==> src/rtl/seq_gen_sched_pkg.sv <==
// Shared types and constants for the two-requester sequence generator scheduler.
package seq_gen_sched_pkg;

  localparam int LEN_W_DEF = 4;
  localparam int N_REQ     = 2;

  typedef enum logic [1:0] {
    IDLE = 2'd0,
    LOAD = 2'd1,
    RUN  = 2'd2,
    DONE = 2'd3
  } sched_state_t;

endpackage

==> src/rtl/rr_arb2.sv <==
// Two-input round-robin arbiter; the pointer remembers which requester was served last.
module rr_arb2
  import seq_gen_sched_pkg::*;
(
  input  logic             clk,
  input  logic             rst,
  input  logic [N_REQ-1:0] req,
  input  logic             advance,
  output logic [N_REQ-1:0] win
);

  logic last_q;
  logic last_d;

  always_comb begin
    win    = '0;
    last_d = last_q;
    case (req)
      2'b01:   win = 2'b01;
      2'b10:   win = 2'b10;
      2'b11:   win = last_q ? 2'b01 : 2'b10;
      default: win = '0;
    endcase
    if (advance && (req != '0)) begin
      last_d = win[1];
    end
  end

  // Reset to "1 served last" so requester 0 wins the first contest.
  always_ff @(posedge clk) begin
    if (rst) begin
      last_q <= 1'b1;
    end else begin
      last_q <= last_d;
    end
  end

endmodule

==> src/rtl/seq_gen_sched.sv <==
// Round-robin scheduler for the shared 4-bit sequence generator: grants bursts,
// runs the generator for a programmed step count and streams its outputs back.
//   state | meaning
//   IDLE  | generator held in reset, waiting for a request
//   LOAD  | grant pulse, burst parameters already captured
//   RUN   | generator released, one sample per cycle
//   DONE  | end-of-burst pulse, generator back in reset
module seq_gen_sched
  import seq_gen_sched_pkg::*;
#(
  parameter int LEN_W = LEN_W_DEF
) (
  input  logic             clk,
  input  logic             rst,
  input  logic [N_REQ-1:0] req,
  input  logic [N_REQ-1:0] req_mode,
  input  logic [LEN_W-1:0] req_len0,
  input  logic [LEN_W-1:0] req_len1,
  output logic [N_REQ-1:0] gnt,
  output logic             busy,
  output logic             gen_rst_n,
  output logic             gen_a,
  input  logic [3:0]       gen_wxyz,
  output logic             out_valid,
  output logic [3:0]       out_data,
  output logic             out_id,
  output logic             done,
  output logic             done_id
);

  sched_state_t     state_q, state_d;
  logic [LEN_W-1:0] cnt_q, cnt_d;
  logic             cur_id_q, cur_id_d;
  logic [N_REQ-1:0] gnt_q, gnt_d;
  logic             busy_q, busy_d;
  logic             gen_rst_n_q, gen_rst_n_d;
  logic             gen_a_q, gen_a_d;
  logic             out_valid_q, out_valid_d;
  logic [3:0]       out_data_q, out_data_d;
  logic             out_id_q, out_id_d;
  logic             done_q, done_d;
  logic             done_id_q, done_id_d;

  logic [N_REQ-1:0] win;
  logic             advance;

  rr_arb2 u_arb (
    .clk     (clk),
    .rst     (rst),
    .req     (req),
    .advance (advance),
    .win     (win)
  );

  always_comb begin
    state_d     = state_q;
    cnt_d       = cnt_q;
    cur_id_d    = cur_id_q;
    gnt_d       = '0;
    gen_rst_n_d = 1'b0;
    gen_a_d     = gen_a_q;
    out_valid_d = 1'b0;
    out_data_d  = out_data_q;
    out_id_d    = out_id_q;
    done_d      = 1'b0;
    done_id_d   = done_id_q;
    advance     = 1'b0;

    case (state_q)
      IDLE: begin
        gen_a_d = 1'b0;
        if (req != '0) begin
          state_d  = LOAD;
          advance  = 1'b1;
          gnt_d    = win;
          cur_id_d = win[1];
          gen_a_d  = req_mode[win[1]];
          cnt_d    = win[1] ? req_len1 : req_len0;
        end
      end
      LOAD: begin
        state_d     = RUN;
        gen_rst_n_d = 1'b1;
      end
      RUN: begin
        out_valid_d = 1'b1;
        out_data_d  = gen_wxyz;
        out_id_d    = cur_id_q;
        // Wrapping decrement: a loaded 0 runs the full 2^LEN_W steps.
        cnt_d       = cnt_q - LEN_W'(1);
        if (cnt_q == LEN_W'(1)) begin
          state_d   = DONE;
          done_d    = 1'b1;
          done_id_d = cur_id_q;
          gen_a_d   = 1'b0;
        end else begin
          gen_rst_n_d = 1'b1;
        end
      end
      DONE: begin
        state_d = IDLE;
        gen_a_d = 1'b0;
      end
      default: begin
        state_d = IDLE;
        gen_a_d = 1'b0;
      end
    endcase

    busy_d = (state_d != IDLE);
  end

  always_ff @(posedge clk) begin
    if (rst) begin
      state_q     <= IDLE;
      cnt_q       <= '0;
      cur_id_q    <= 1'b0;
      gnt_q       <= '0;
      busy_q      <= 1'b0;
      gen_rst_n_q <= 1'b0;
      gen_a_q     <= 1'b0;
      out_valid_q <= 1'b0;
      out_data_q  <= '0;
      out_id_q    <= 1'b0;
      done_q      <= 1'b0;
      done_id_q   <= 1'b0;
    end else begin
      state_q     <= state_d;
      cnt_q       <= cnt_d;
      cur_id_q    <= cur_id_d;
      gnt_q       <= gnt_d;
      busy_q      <= busy_d;
      gen_rst_n_q <= gen_rst_n_d;
      gen_a_q     <= gen_a_d;
      out_valid_q <= out_valid_d;
      out_data_q  <= out_data_d;
      out_id_q    <= out_id_d;
      done_q      <= done_d;
      done_id_q   <= done_id_d;
    end
  end

  assign gnt       = gnt_q;
  assign busy      = busy_q;
  assign gen_rst_n = gen_rst_n_q;
  assign gen_a     = gen_a_q;
  assign out_valid = out_valid_q;
  assign out_data  = out_data_q;
  assign out_id    = out_id_q;
  assign done      = done_q;
  assign done_id   = done_id_q;

endmodule

==> config.mk <==
export PLATFORM = sky130hd
export DESIGN_NAME = seq_gen_sched
export DESIGN_NICKNAME = d
export VERILOG_FILES = /design/src/rtl/seq_gen_sched_pkg.sv /design/src/rtl/rr_arb2.sv /design/src/rtl/seq_gen_sched.sv
export SDC_FILE = /design/constraint.sdc
export NUM_CORES = 1
export LEC_CHECK = 0
export ABC_CLOCK_PERIOD_IN_PS = 2750
export CAP_MARGIN = 10
export CELL_PAD_IN_SITES_DETAIL_PLACEMENT = 0
export CELL_PAD_IN_SITES_GLOBAL_PLACEMENT = 1
export CORE_ASPECT_RATIO = 0.7
export CORE_MARGIN = 2
export CORE_UTILIZATION = 38
export CTS_BUF_LIST = sky130_fd_sc_hd__clkbuf_8
export DETAILED_ROUTE_END_ITERATION = 16
export GPL_TIMING_DRIVEN = 0
export HOLD_SLACK_MARGIN = 0.08
export PLACE_DENSITY_LB_ADDON = 0.1
export SYNTH_ARGS = -nofsm -noshare
export SYNTH_HDL_FRONTEND = slang
export SYNTH_SLANG_ARGS = --single-unit
==> constraint.sdc <==
create_clock -name clk -period 2.75 [get_ports clk]
set_input_delay 0.6875 -clock clk [delete_from_list [all_inputs] [get_ports clk]]
set_output_delay 0.6875 -clock clk [all_outputs]
set_load 0.1 [all_outputs]
# Yosys cells after proc, flatten, opt, wreduce, memory -nomap -nowiden
# Cells that the tools add are included.
dict set report totals {
  register_bits 21
  latchBits 0
  mem_bits_rw 0
  rom_bits 0
  input_bits 18
  output_inout_bits 13
  word_cells 58
  n_memories 0
}
dict set report classes {
  addsub 1
  multipliers 0
  n_div 0
  magnitude_cmp 1
  n_eq_ne 9
  shifts 0
  muxes 19
  n_bitwise 3
  n_reduce_logical 12
}
# cell count
set op_table {}
lappend op_table {{1-bit two-way mux} 9}
lappend op_table {{2-bit == test, second input constant} 4}
lappend op_table {{4-bit two-way mux} 2}
lappend op_table {{2-bit one-hot mux with 4 select lines} 1}
lappend op_table {{4-bit one-hot mux with 2 select lines} 1}
lappend op_table {{2-bit AND reduction} 4}
lappend op_table {{2-bit two-way mux} 3}
lappend op_table {{2-bit one-hot mux with 3 select lines} 1}
lappend op_table {{2-bit nonzero test} 3}
lappend op_table {{2-bit by 1-bit == test with 1-bit output, second input constant} 2}
lappend op_table {{4-bit by 1-bit == test with 1-bit output, second input constant} 1}
lappend op_table {{2-bit != test, second input constant} 2}
lappend op_table {{4-bit by 1-bit subtractor with 4-bit output, second input constant} 1}
lappend op_table {{1-bit NOT} 3}
lappend op_table {{1-bit one-hot mux with 3 select lines} 1}
lappend op_table {{3-bit nonzero test} 1}
lappend op_table {{3-bit OR reduction} 1}
lappend op_table {{2-bit logical NOT} 1}
lappend op_table {{1-bit by 2-bit less-than comparator with 1-bit output, second input constant} 1}
lappend op_table {{1-bit one-hot mux with 2 select lines} 1}
lappend op_table {{2-bit OR reduction} 1}
lappend op_table {{1-bit logical AND} 1}

# Depth between registers and ports, before layout
# Gate-level depths: netlist of the first run.
dict set report logic_depth {
  word_depth 6
  mapped_depth 8
  mapped_depth_nobuf 6
}

# Cells and area by module
# Synthesis of the first run repeated with hierarchy kept, for this count alone.
dict set report unflattened {
  hier_cells 109
  area_unflattened_um2 1031.0
}
# module n_inst cells_each area_each_um2 seq_area_each_um2
set modules_own_cells {}
lappend modules_own_cells {seq_gen_sched 1 102 969.7 400.4}
lappend modules_own_cells {rr_arb2 1 7 61.3 20.0}

# Worst setup path before layout of the first run
# No wires, ideal clock.
dict set report synth_path {
  path_kind {register to register}
  startpoint {register state_q[0]}
  endpoint {register cnt_q[2]}
  setup_ns 0.074
  arrival_ns 1.701
  required_time_ns 2.676
  setup_slack_ns 0.975
  path_stages_with_launch 8
  n_path_buf 1
  period_less_slack_ns 1.775
  path_cell_list {dfxtp_1 > inv_1 > ha_1 > nor3b_1 > or2_1 > buf_6 > or3_1 > a31oi_1}
}
dict set report synth_via {
  elab_chain_len 3
  word_cells_on_any_way 6
  classes_between {eq/ne: 2; mux: 1; reduce/logical: 3}
}
# element line_no
set synth_lines {}
lappend synth_lines {{start: declaration} seq_gen_sched.sv:31} ;# sched_state_t state_q, state_d;
lappend synth_lines {{start signal: assignment} seq_gen_sched.sv:128} ;# state_q <= state_d;
lappend synth_lines {{2-bit == test / 2-bit logical NOT (equally long branches)} seq_gen_sched.sv:69} ;# case (state_q)
lappend synth_lines {{2-bit nonzero test (no source line) / 2-bit != test (equally long branches)} n/a}
lappend synth_lines {{2-bit AND reduction (no source line)} n/a}
lappend synth_lines {{end signal: assignment} seq_gen_sched.sv:129} ;# cnt_q <= cnt_d;
lappend synth_lines {{end: declaration} seq_gen_sched.sv:32} ;# logic [LEN_W-1:0] cnt_q, cnt_d;
# Several ways; a longest one is shown, not always the timed one.
# A chain may end at the register's enable or synchronous reset.

# Worst setup path after layout of the first run
dict set report layout_path {
  startpoint {register out_data_q[1] (netlist: out_data[1])}
  endpoint {output out_data[1]}
}
# element line_no
set layout_rtl {}
lappend layout_rtl {{start: declaration} seq_gen_sched.sv:39} ;# logic [3:0] out_data_q, out_data_d;
lappend layout_rtl {{start signal: assignment} seq_gen_sched.sv:136} ;# out_data_q <= out_data_d;
lappend layout_rtl {{end: declaration} seq_gen_sched.sv:25} ;# output logic [3:0] out_data,
# No word-level cell between the ends.

==> impl_metrics.py, run 1 <==
metrics = {
    "power": {
        "clockPowerShare": 0.133,
        "swShare": 0.470,
        "finalPower_mw": 1.51,
        "ir_drop_uv": 588,
        "switching_power_mw": 0.710,
        "cellLeakagePower_nw": 0.535,
        "p_int_mw": 0.800,
        "comb_power_share": 0.562,
        "p_per_area_mw_per_mm2": 1090,
        "seqPwrFrac": 0.305,
    },
    "clock_network": {
        "clk_pin_slew_ns": 0.08,
        "cts_hold_buf": 0,
        "max-clock-path-buffers": 2,
        "cts_resized": 0,
        "numCtsBuffers": 3,
        "cts_root_buf": "clkbuf_8",
        "cts_tree": "done",
        "cts_setup_buffers": 0,
        "cts_num_sinks": 21,
        "clkLatencyLatePin_ns": 0.26,
        "htree_num_levels": 1,
    },
    "sta": {
        "worst_pin_slew_ns": 0.969,
        "fin_crit_sh": 0.882,
        "finalClockSkew_ns": 0.0104,
        "fmax_mhz": 412,
        "tns_ns": 0,
        "grt_setup_unrepaired": "no",
        "finalHoldViolations": 0,
        "maxSlewHeadroom": 0.352,
        "setup_viol": 0,
        "fin_crit_ns": 2.43,
        "drv_slew": 0,
    },
    "route": {
        "antenna_left": 0,
        "via_per_inst": 4.82,
        "drc_errors": 0,
        "first_pass_iters": 4,
        "totalWireLength_mm": 2.09,
        "vias": 849,
        "drtIter0Drc": 36,
        "wire_per_inst_um": 11.9,
    },
    "yosys": {
        "synth-seq-area-share": 0.422,
        "ys.flop_type": "dfxtp_1",
        "yosys.cell_types.count": 29,
        "yosys.area.top_type": "dfxtp_1",
        "synthCells": 108,
        "ys_ff_latch": 21,
        "synth_edf_count": 0,
        "syn_avg_cell_area_um2": 9.23,
        "synthTopCellsByArea": "dfxtp_1, ha_1, mux2i_1, nor2_1, nor2b_1",
        "netlist_area_um2": 997,
        "yosys.area.top_type_share": 0.422,
        "syn-num-nets": 134,
        "yosys_warnings": 0,
        "async_flop_share": 0,
    },
    "finish": {
        "final_common_cell": "clkdlybuf4s50_1",
        "stdcell_count": 176,
        "final_util": 0.560,
        "num-fill-cells": 233,
        "final_cell_mix": "clkdlybuf4s50_1, dfxtp_1, nor2_1",
        "fin_area_mm2": 0.00139,
        "fin_nets": 169,
        "antenna_cells": 0,
        "syn2layout_area_growth_pct": 39.0,
        "drive_gt1_frac": 0.0563,
    },
    "floorplan": {
        "start_util": 0.403,
        "die_x_um": 65.2,
        "core_area_mm2": 0.00248,
        "rows": 15,
        "ioPinCount": 31,
        "die-area_mm2": 0.00306,
        "die_h_um": 46.9,
    },
    "critical_path": {
        "crit_type": "reg -> out",
        "cp_max_fo": 2,
        "rrSetupSlack_ns": 0.82,
        "path_cells": "clkdlybuf4s50_1",
        "endpoint_kind": "output pin",
        "crit_buf_inv": 1,
        "crit_path_max_incr_delay_ns": 1.13,
        "crit_family": "buffers and inverters",
        "timing.rr.start": "state_q[0]",
        "required_ns": 2.06,
        "start_kind": "flip-flop",
        "crit_arrival_ns": 1.74,
        "critPathSlowestCell": "clkdlybuf4s50_1",
        "cp-startpoint": "out_data[1]",
    },
    "global_route": {
        "antenna_found_initial": 0,
        "grt_pass1_wl_mm": 3.55,
        "grt_max_degree": 13,
        "grt_pass1_vias": 807,
        "grt.overflow.total": 0,
        "grt_use_total": 0.158,
    },
    "placed_design": {
        "buffer_ports.inserted": 30,
        "gp_congestion": 0.723,
        "dp_cells": 172,
        "hpwl_mm": 1.59,
        "dpl_cell_area_mm2": 0.00134,
    },
    "status": {
        "status": "finished clean",
    },
    "worst_hold_path": {
        "hp-class": "reg -> reg",
        "hold_start": "gen_a",
    },
    "job": {
        "cap_violations": 0,
    },
}
## routing by layer
| layer | global-route usage | routed length (µm) | part of all wire | vias to the layer above |
|---|---|---|---|---|
| met3 | 0.0576 | 139 | 0.067 | 2 |
| met1 | 0.200 | 1080 | 0.52 | 383 |
| met4 | 0.0500 | 17 | 0.0081 | 0 |
| met2 | 0.259 | 851 | 0.41 | 22 |
| met5 | 0 | 0 | 0 | - |
| li1 | - | - | - | 442 |
## worst register-to-register path: stages (launching register included)
cell	delay [ns]
dfxtp_1	0.44
inv_1	0.11
ha_1	0.27
nor3b_1	0.18
or2_1	0.24
buf_6	0.14
or3_1	0.34
a31oi_1	0.15
## cell type report
type                    count  area [µm²]  area share
plain buffers               5        27.5      0.0199
clock buffers               3        41.3      0.0298
clock inverters             1        5.00     0.00361
inverters                   5        18.8      0.0135
multi-input cells          77         531       0.383
flip-flops and latches     21         420       0.303
well taps                  34        42.5      0.0307
repair buffers             30         300       0.217
## cell usage after synthesis (2+ instances only)
| cell | instances |
|---|---|
| a211o_1 | 2 |
| a211oi_1 | 2 |
| a21oi_1 | 3 |
| a31oi_1 | 2 |
| clkbuf_1 | 2 |
| dfxtp_1 | 21 |
| ha_1 | 8 |
| inv_1 | 5 |
| mux2i_1 | 8 |
| nand2_1 | 7 |
| nand3b_1 | 2 |
| nor2_1 | 14 |
| nor2b_1 | 7 |
| nor3_1 | 4 |
| nor3b_1 | 2 |
| o21ai_0 | 4 |
| or3_1 | 2 |
| or4_1 | 2 |
## worst paths after layout
kind / to / cells after the start
hold / removal: gen_a / 2
setup / recovery: out_data[1] / 1
setup reg to reg: cnt_q[3] / 7
hold reg to reg: gen_a / 2
## metrics by stage
step	hold slack, ns	setup WS (ns)
after floorplan	0.449	0.975
after global placement	0.452	0.320
after detailed placement	0.460	0.307
after CTS	0.472	0.317
after global routing	0.496	0.274
final	0.471	0.324
## logic make-up after synthesis
group	count (synthesis)	synth area share
AOI/OAI and AO/OA	19	0.136
DFF	21	0.422
adders and majority gates	8	0.100
muxes	8	0.0803
buffers and inverters	10	0.0464
and+or+nand+nor	42	0.216
## power by group through the flow
| stage | sequential, mW | combinational, mW | clock [mW] |
|---|---|---|---|
| finish | 0.460 | 0.849 | 0.201 |
| global placement | 0.464 | 0.841 | 0 |
| global route | 0.475 | 0.931 | 0.220 |
| detailed placement | 0.467 | 0.848 | 0 |
| CTS | 0.460 | 0.851 | 0.207 |
| floorplan | 0.714 | 0.404 | 0 |
## registers in the layout, summed over array words and instances (netlist names)
register      flops
out_data          4
out_valid         1
u_arb.last_q      1
gen_a             1
gen_rst_n         1
state_q           2
done              1
cur_id_q          1
done_id           1
busy              1
cnt_q             4
gnt               2
out_id            1
Power figures use the tool's default switching activity.
==> inputs of run 2 (changes only) <==
- CORE_UTILIZATION: 38 -> 25
==> impl_metrics.py, run 2 (synthesized netlist as in run 1, its figures left out) <==
metrics = {
    "route": {
        "wire_per_inst_um": 12.2,
        "totalWireLength_mm": 2.37,
        "drc_errors": 0,
        "via_per_inst": 4.38,
        "first_pass_iters": 4,
        "vias": 850,
        "drtIter0Drc": 44,
        "antenna_left": 0,
    },
    "status": {
        "status": "finished clean",
    },
    "global_route": {
        "grt.overflow.total": 0,
        "grt_max_degree": 12,
        "grt_pass1_vias": 815,
        "grt_use_total": 0.112,
        "grt_pass1_wl_mm": 3.92,
        "antenna_found_initial": 0,
    },
    "clock_network": {
        "cts_hold_buf": 0,
        "htree_num_levels": 1,
        "cts_tree": "done",
        "cts_resized": 0,
        "max-clock-path-buffers": 2,
        "clkLatencyLatePin_ns": 0.26,
        "cts_setup_buffers": 0,
        "cts_num_sinks": 21,
        "cts_root_buf": "clkbuf_8",
        "clk_pin_slew_ns": 0.08,
        "numCtsBuffers": 3,
    },
    "critical_path": {
        "cp_max_fo": 2,
        "start_kind": "flip-flop",
        "crit_path_max_incr_delay_ns": 1.13,
        "crit_family": "buffers and inverters",
        "crit_buf_inv": 1,
        "crit_arrival_ns": 1.73,
        "crit_type": "reg -> out",
        "critPathSlowestCell": "clkdlybuf4s50_1",
        "endpoint_kind": "output pin",
        "required_ns": 2.06,
        "path_cells": "clkdlybuf4s50_1",
    },
    "floorplan": {
        "die-area_mm2": 0.00452,
        "start_util": 0.257,
        "die_x_um": 79.5,
        "rows": 19,
        "die_h_um": 56.8,
        "ioPinCount": 31,
        "core_area_mm2": 0.00387,
    },
    "finish": {
        "fin_area_mm2": 0.00141,
        "drive_gt1_frac": 0.0493,
        "fin_nets": 169,
        "final_util": 0.363,
        "stdcell_count": 194,
        "syn2layout_area_growth_pct": 41.2,
        "antenna_cells": 0,
        "final_common_cell": "clkdlybuf4s50_1",
        "final_cell_mix": "clkdlybuf4s50_1, dfxtp_1, nor2_1",
    },
    "sta": {
        "fin_crit_sh": 0.880,
        "fmax_mhz": 413,
        "finalClockSkew_ns": 0.00266,
        "drv_slew": 0,
        "maxSlewHeadroom": 0.350,
        "fin_crit_ns": 2.42,
        "worst_pin_slew_ns": 0.972,
        "finalHoldViolations": 0,
        "setup_viol": 0,
        "tns_ns": 0,
        "grt_setup_unrepaired": "no",
    },
    "job": {
        "cap_violations": 0,
    },
    "placed_design": {
        "dp_cells": 190,
        "buffer_ports.inserted": 30,
        "dpl_cell_area_mm2": 0.00136,
        "gp_congestion": 0.762,
        "hpwl_mm": 1.75,
    },
    "power": {
        "cellLeakagePower_nw": 0.536,
        "p_per_area_mw_per_mm2": 1080,
        "ir_drop_uv": 612,
    },
    "worst_hold_path": {
        "hp-class": "reg -> reg",
    },
}
## run 2: power breakdown
group          switching (mW)  total (mW)  leakage, nW  internal (mW)
Clock                  0.0988       0.198       0.0269         0.0994
Combinational           0.548       0.854        0.337          0.306
Sequential             0.0708       0.462        0.172          0.391
## run 2: area by class of cell
type / instances / area (µm²)
Buffer: 5 / 27.5
Clock buffer: 3 / 41.3
Clock inverter: 1 / 3.75
Fill cell: 411 / 2470
Inverter: 5 / 18.8
Multi-Input combinational cell: 77 / 531
Sequential cell: 21 / 420
Tap cell: 52 / 65.1
Timing Repair Buffer: 30 / 300
## run 2: per-layer routing
metal | track usage | vias to the layer above | wire, µm
li1 | - | 443 | -
met3 | 0.0402 | 2 | 157
met2 | 0.155 | 28 | 928
met5 | 0 | - | 0
met4 | 0.0222 | 0 | 17
met1 | 0.165 | 377 | 1270
## run 2: final timing paths
path                   end  startpoint  slack, ns  cells after the start
hold / removal       gen_a       gen_a       0.47                      2
hold reg to reg      gen_a       gen_a       0.47                      2
setup / recovery   done_id     done_id       0.33                      1
setup reg to reg  cnt_q[3]  state_q[0]       0.77                      7
## run 2: per-stage QoR
stage               total power, mW  hold slack, ns  worst slack, ns
floorplan                      1.12           0.449            0.975
global placement               1.32           0.453            0.296
detailed placement             1.33           0.467            0.308
CTS                            1.53           0.478            0.314
global route                   1.62           0.513            0.277
finish                         1.51           0.471            0.330
